<file path="config.mk">
export PLATFORM = sky130hd
export DESIGN_NAME = life_gen_engine
export DESIGN_NICKNAME = d
export VERILOG_FILES = /design/src/rtl/life_gen_engine.sv
export SDC_FILE = /design/constraint.sdc
export NUM_CORES = 1
export LEC_CHECK = 0
export CAP_MARGIN = 20
export CORE_ASPECT_RATIO = 1.4
export CORE_MARGIN = 1
export CORE_UTILIZATION = 40
export CTS_BUF_LIST = sky130_fd_sc_hd__clkbuf_2
export CTS_CLUSTER_DIAMETER = 50
export DETAILED_ROUTE_END_ITERATION = 12
export GPL_ROUTABILITY_DRIVEN = 1
export SLEW_MARGIN = 40
export SYNTH_ARGS = -nofsm -noshare
export SYNTH_HDL_FRONTEND = slang
export SYNTH_SLANG_ARGS = --single-unit
</file>
<file path="constraint.sdc">
create_clock -name clk -period 5.59 [get_ports clk]
set_input_delay 1.677 -clock clk [delete_from_list [all_inputs] [get_ports clk]]
set_output_delay 1.677 -clock clk [all_outputs]
set_load 0.01 [all_outputs]
</file>
<file path="src/rtl/life_gen_engine.sv">
// life_gen_engine: streams one Game-of-Life generation in raster order and emits the next one,
// using two row delay lines and a 3x3 window; off-board cells are dead.
module life_gen_engine #(
  parameter int X = 8,
  parameter int Y = 8,
  parameter int LOG2X = 3,
  parameter int LOG2Y = 3
) (
  input  logic clk,
  input  logic reset,
  input  logic in_valid,
  output logic in_ready,
  input  logic in_cell,
  input  logic in_sof,
  output logic out_valid,
  output logic out_cell,
  output logic out_sof,
  output logic busy
);
  localparam int FW = $clog2(X + 1);
  typedef enum logic [1:0] {IDLE, RUN, FLUSH} state_t;
  state_t state_q, state_d;
  logic [X-1:0] d1_q, d1_d, d2_q, d2_d;
  logic [2:0] t_q, t_d, m_q, m_d, b_q, b_d;
  logic [LOG2X-1:0] col_q, col_d, cj;
  logic [LOG2Y-1:0] row_q, row_d;
  logic [FW-1:0] fl_q, fl_d;
  logic valid_q, cell_q, sof_q;
  logic acc, restart, shift, x, d1o, d2o, col_w, last, emit, sof_d, lm, rm;
  logic [3:0] n;
  always_ff @(posedge clk or negedge reset)
    if (!reset) state_q <= IDLE;
    else state_q <= state_d;
  always_comb
    state_d = restart ? RUN :
              (state_q == RUN && acc && last) ? FLUSH :
              (state_q == FLUSH && fl_q == FW'(X)) ? IDLE : state_q;
  always_comb begin
    in_ready = state_q != FLUSH;
    busy = state_q != IDLE;
  end
  assign acc = in_valid & in_ready;
  assign restart = acc & in_sof;
  assign shift = restart | (state_q == RUN && acc) | (state_q == FLUSH);
  assign x = (state_q == FLUSH) ? 1'b0 : in_cell;
  assign d1o = restart ? 1'b0 : d1_q[X-1];
  assign d2o = restart ? 1'b0 : d2_q[X-1];
  assign col_w = col_q == LOG2X'(X - 1);
  assign last = row_q == LOG2Y'(Y - 1) && col_w;
  always_comb begin
    d1_d = shift ? {restart ? (X-1)'(0) : d1_q[X-2:0], x} : d1_q;
    d2_d = shift ? {restart ? (X-1)'(0) : d2_q[X-2:0], d1o} : d2_q;
    t_d = shift ? {restart ? 2'b0 : t_q[1:0], d2o} : t_q;
    m_d = shift ? {restart ? 2'b0 : m_q[1:0], d1o} : m_q;
    b_d = shift ? {restart ? 2'b0 : b_q[1:0], x} : b_q;
    col_d = restart ? LOG2X'(1) : shift ? (col_w ? '0 : col_q + 1'b1) : col_q;
    row_d = restart ? '0 : (shift && col_w) ? row_q + 1'b1 : row_q;
    fl_d = restart ? '0 : (state_q == FLUSH) ? fl_q + 1'b1 : fl_q;
  end
  // The centre cell lags the newest input by X+1, so it sits one column left of col_q.
  always_comb begin
    emit = state_q == FLUSH ||
           (state_q == RUN && acc && !in_sof &&
            (row_q > LOG2Y'(1) || (row_q == LOG2Y'(1) && col_q != '0)));
    sof_d = state_q == RUN && acc && !in_sof && row_q == LOG2Y'(1) && col_q == LOG2X'(1);
    cj = (col_q == '0) ? LOG2X'(X - 1) : col_q - 1'b1;
    lm = cj != '0;
    rm = cj != LOG2X'(X - 1);
    n = 4'(t_d[2] & lm) + 4'(t_d[1]) + 4'(t_d[0] & rm) +
        4'(m_d[2] & lm) + 4'(m_d[0] & rm) +
        4'(b_d[2] & lm) + 4'(b_d[1]) + 4'(b_d[0] & rm);
  end
  always_ff @(posedge clk or negedge reset)
    if (!reset) begin
      d1_q <= '0;
      d2_q <= '0;
      t_q <= '0;
      m_q <= '0;
      b_q <= '0;
      col_q <= '0;
      row_q <= '0;
      fl_q <= '0;
      valid_q <= 1'b0;
      cell_q <= 1'b0;
      sof_q <= 1'b0;
    end else begin
      d1_q <= d1_d;
      d2_q <= d2_d;
      t_q <= t_d;
      m_q <= m_d;
      b_q <= b_d;
      col_q <= col_d;
      row_q <= row_d;
      fl_q <= fl_d;
      valid_q <= emit;
      cell_q <= emit & ((n == 4'd3) | (m_d[1] & (n == 4'd2)));
      sof_q <= sof_d;
    end
  assign out_valid = valid_q;
  assign out_cell = cell_q;
  assign out_sof = sof_q;
endmodule

</file>
==> results_tabular.tex <==
\begin{tabular}{lr}
\hline
Metric & Value \\
\hline
\multicolumn{2}{l}{\textbf{Status}} \\
Run status & complete, no violations \\
\multicolumn{2}{l}{\textbf{Yosys}} \\
Seq cells post-synth & 40 \\
Most frequently used flop master after synthesis & sky130\_fd\_sc\_hd\_\_dfrtp\_1 \\
Synth Cell Area & 2058 sq um \\
Leading post-synthesis cells by cell area & sky130\_fd\_sc\_hd\_\_dfrtp\_1 (49\%), sky130\_fd\_sc\_hd\_\_nand2\_1 (9.7\%), sky130\_fd\_sc\_hd\_\_ha\_1 (8.5\%) \\
Area fraction in compound gates after synthesis & 14.16\% \\
Sequential cell area fraction in the yosys report & 48.63\% \\
Cells after Synth & 212 \\
Dominant combinational cell family by area after synthesis & simple AND/OR/NAND/NOR gates \\
Fraction of the mapped netlist area in simple logic gates & 17.87\% \\
Average cell area after synthesis & about 9.7 sq um \\
Post-synth net total & about 240 \\
EDFF count, synth & 0 \\
Fraction of synthesis flops using an asynchronous set or reset pin & between 90\% and 100\% \\
Warning count from the yosys run & 0 \\
Yosys top cell by area & sky130\_fd\_sc\_hd\_\_dfrtp\_1 \\
Multiplexer fraction of the synthesized cell area & 0.9726\% \\
Adder-cell share of the synthesized area & 12.40\% \\
Top-area cell type share of the netlist area & 48.63\% \\
Most frequent cell after synthesis & sky130\_fd\_sc\_hd\_\_nand2\_1 \\
Ranking of synthesized cells by instance count & sky130\_fd\_sc\_hd\_\_nand2\_1 (53), sky130\_fd\_sc\_hd\_\_dfrtp\_1 (40), sky130\_fd\_sc\_hd\_\_o21ai\_0 (31) \\
Post-synthesis xor/xnor area fraction & less than 1\% \\
Count of different cell masters after synthesis & 37 \\
\multicolumn{2}{l}{\textbf{Global route}} \\
Initial antenna violation count & 0 \\
Maximum number of pins on one net before global-route repair & 41 \\
Vias in the first global route & 1,431 \\
Sum of overflow across all layers after global routing & 0 \\
Global-route wire length before repair & around 6.8 mm \\
Total Routing Usage GR & about 16\% \\
\multicolumn{2}{l}{\textbf{Placed design}} \\
Worst slack at placement & 0.1303 ns \\
Global placement routability congestion & 0.7970 \\
Placed wire-length estimate & $\sim$2.8 mm \\
Number of buffer cells added on primary ports & 9 \\
\multicolumn{2}{l}{\textbf{Drt}} \\
Final wirelength & 3.897 mm \\
Vias per cell & just under 5 \\
Number of design-rule violations left by the first detailed-router iteration & 67 \\
Wire length per cell & 13.30 um \\
First-pass iteration count of the detailed router & 4 \\
Number of routed nets with antenna violations & 0 \\
Remaining design rule violation count & 0 \\
Total number of vias & approximately 1,500 \\
\multicolumn{2}{l}{\textbf{Timing}} \\
Least-Margin Pin Slew & about 0.52 ns \\
Setup violators final & 0 \\
Timing-limited maximum frequency & 198.3 MHz \\
Fin worst setup slack & about 0.55 ns \\
Hold WS & $\sim$0.49 ns \\
Minimum clock period & about 5.0 ns \\
Relative slew slack & 65.59\% \\
Setup\_tns & 0 ns \\
Tcrit/Tclk final & 90.23\% \\
Unrepaired setup endpoints after global routing & no \\
Final clock skew & approximately 0.014 ns \\
Endpoints failing hold & 0 \\
Number of slew-limit violations in the final report & 0 \\
\multicolumn{2}{l}{\textbf{Run}} \\
Number of violations of the max-capacitance limit & 0 \\
\multicolumn{2}{l}{\textbf{Finish}} \\
Core Util, Final & 47.08\% \\
Number of filler instances in the final layout & 477 \\
Diodes inserted & 0 \\
Total Nets Final & 251 \\
Fraction of layout instances using a drive strength above 1 & 9.607\% \\
FF+latch area & 1001 sq um \\
P\&R area growth vs syn & 11.61\% \\
Combined area of the multi-input logic cells & 943.4 sq um \\
\multicolumn{2}{l}{\textbf{CTS}} \\
Clk buf depth & 2 \\
Cts-stage hold buffer count & 0 \\
Total clock buffers created by CTS & 5 \\
Insertion delay to the later sink of the worst-skew pair & 0.40 ns \\
Post-CTS sizing & 0 \\
Clock tree from TritonCTS & done \\
Clock transition at the registers of the reported paths & 0.19 ns \\
CTS H-tree depth & 2 \\
Clock sink total & 40 \\
Setup fix buffers added after clock tree synthesis & 0 \\
Root buffer cell & sky130\_fd\_sc\_hd\_\_clkbuf\_2 \\
\multicolumn{2}{l}{\textbf{Power and ir drop}} \\
Overall power after layout & 0.7000 mW \\
Worst VDD drop & 0.2052 mV \\
Pleak & 1.082 nW \\
Total power divided by cell area & between 300 and 400 nW/um\^{}2 \\
\multicolumn{2}{l}{\textbf{Setup path}} \\
Maximum fanout along the worst path & 9 \\
Start-to-end type of the worst setup path & in2reg \\
Worst path required time & 5.94 ns \\
Cell chain of the critical path & clkdlybuf4s50\_1 > nand3b\_1 > and3\_4 > nand2\_1 > o21ai\_0 > fa\_1 > inv\_1 > fa\_1 > inv\_1 > fa\_1 > ha\_1 > fa\_1 > o21ai\_0 > o2111a\_1 \\
Worst path max stage delay & between 0.5 and 0.6 ns \\
Setup crit end kind & flop \\
Worst setup SP type & input port \\
Arrival time at the worst endpoint & 5.39 ns \\
Cell with the largest stage delay on the worst path & sky130\_fd\_sc\_hd\_\_fa\_1 \\
Setup slack of the most critical reg-to-reg path & about 1.3 ns \\
Worst path most repeated cell & sky130\_fd\_sc\_hd\_\_fa\_1 \\
\multicolumn{2}{l}{\textbf{Hold path}} \\
Hold crit path type & reg2reg \\
\multicolumn{2}{l}{\textbf{Floorplanning}} \\
Vertical die dimension & 86.88 um \\
Core area & a little under 5000 sq um \\
Site Rows & 30 \\
Initial Util & 42.18\% \\
Floorplan die area & around 5400 sq um \\
Top-level port count & 10 \\
Die span in x & 62.63 um \\
\hline
\end{tabular}
[power by group]
group / switching [mW] / total, mW / internal, mW / leakage (nW)
combinational: 0.104 / 0.176 / 0.0722 / 0.509
clock: 0.0956 / 0.168 / 0.0729 / 0.0380
sequential: 0.0299 / 0.355 / 0.325 / 0.535
[path summary, 6_finish.rpt]
check | cells after the start | endpoint | startpoint
min | 2 | t_q[2] | t_q[2]
min reg2reg | 2 | t_q[2] | t_q[2]
min in group asynchronous | 1 | m_q[1] | reset
max reg2reg | 14 | out_cell | col_q[0]
max | 14 | out_cell | in_valid
max in group asynchronous | 1 | d1_q[3] | reset
[cell usage in the layout (no fill, tap or decap), types with 2 or more instances in the layout]
cell	n
sky130_fd_sc_hd__nand4_1	2
sky130_fd_sc_hd__nor2b_1	2
sky130_fd_sc_hd__mux2i_1	2
sky130_fd_sc_hd__a21boi_0	2
sky130_fd_sc_hd__nand2_1	53
sky130_fd_sc_hd__inv_1	13
sky130_fd_sc_hd__nor2_1	2
sky130_fd_sc_hd__a21oi_1	7
sky130_fd_sc_hd__dfrtp_1	40
sky130_fd_sc_hd__clkinv_1	2
sky130_fd_sc_hd__nand3_1	5
sky130_fd_sc_hd__ha_1	14
sky130_fd_sc_hd__a22o_1	4
sky130_fd_sc_hd__clkbuf_2	5
sky130_fd_sc_hd__fa_1	4
sky130_fd_sc_hd__clkdlybuf4s50_1	8
sky130_fd_sc_hd__o21ai_0	31
sky130_fd_sc_hd__nand3b_1	3
sky130_fd_sc_hd__buf_4	10
[metal layers]
metal | GRT usage, % | vias to the layer above | routed length, um
li1 | - | 744 | -
met1 | 19.31 | 695 | 1782
met2 | 28.56 | 13 | 1964
met3 | 3.534 | 5 | 86
met4 | 6.765 | 0 | 63
met5 | 0 | - | 0
[cell families (layout without fill, tap and decap cells)]
family          count (synthesis)  in the layout
fa+ha+maj                      18             18
flops                          40             40
compound gates                 50             50
mux                             2              2
buf+inv                        23             40
xor+xnor                        1              1
simple gates                   78             78
[critical path: cells and delay by family]
family,cells,cell delay [ns]
adders and majority gates,5,2.17
and+or+nand+nor,3,0.38
buffers and inverters,3,0.64
AOI/OAI and AO/OA,3,0.52
[stage by stage]
step,area (sq um),instances
finish,2297,293
global placement,2232,285
CTS,2297,293
floorplan,2058,212
global route,2297,293
detailed placement,2235,285
[layout make-up]
cell class                 instances  share of cell area (%)
clock inverter                     3                   1.634
inverter                          14                   2.397
multi-input combinational        149                   41.07
clock buffer                       5                   1.089
timing repair buffer              18                   6.754
sequential                        40                   43.57
tap                               64                   3.486
[state kept, by name (all words and copies together) (netlist names)]
signal	count
out_valid	1
out_cell	1
col_q	3
fl_q	4
row_q	3
t_q	3
m_q	3
d2_q	8
d1_q	8
state_q	2
out_sof	1
b_q	3
Note: power is estimated with default switching activity, not from simulation.
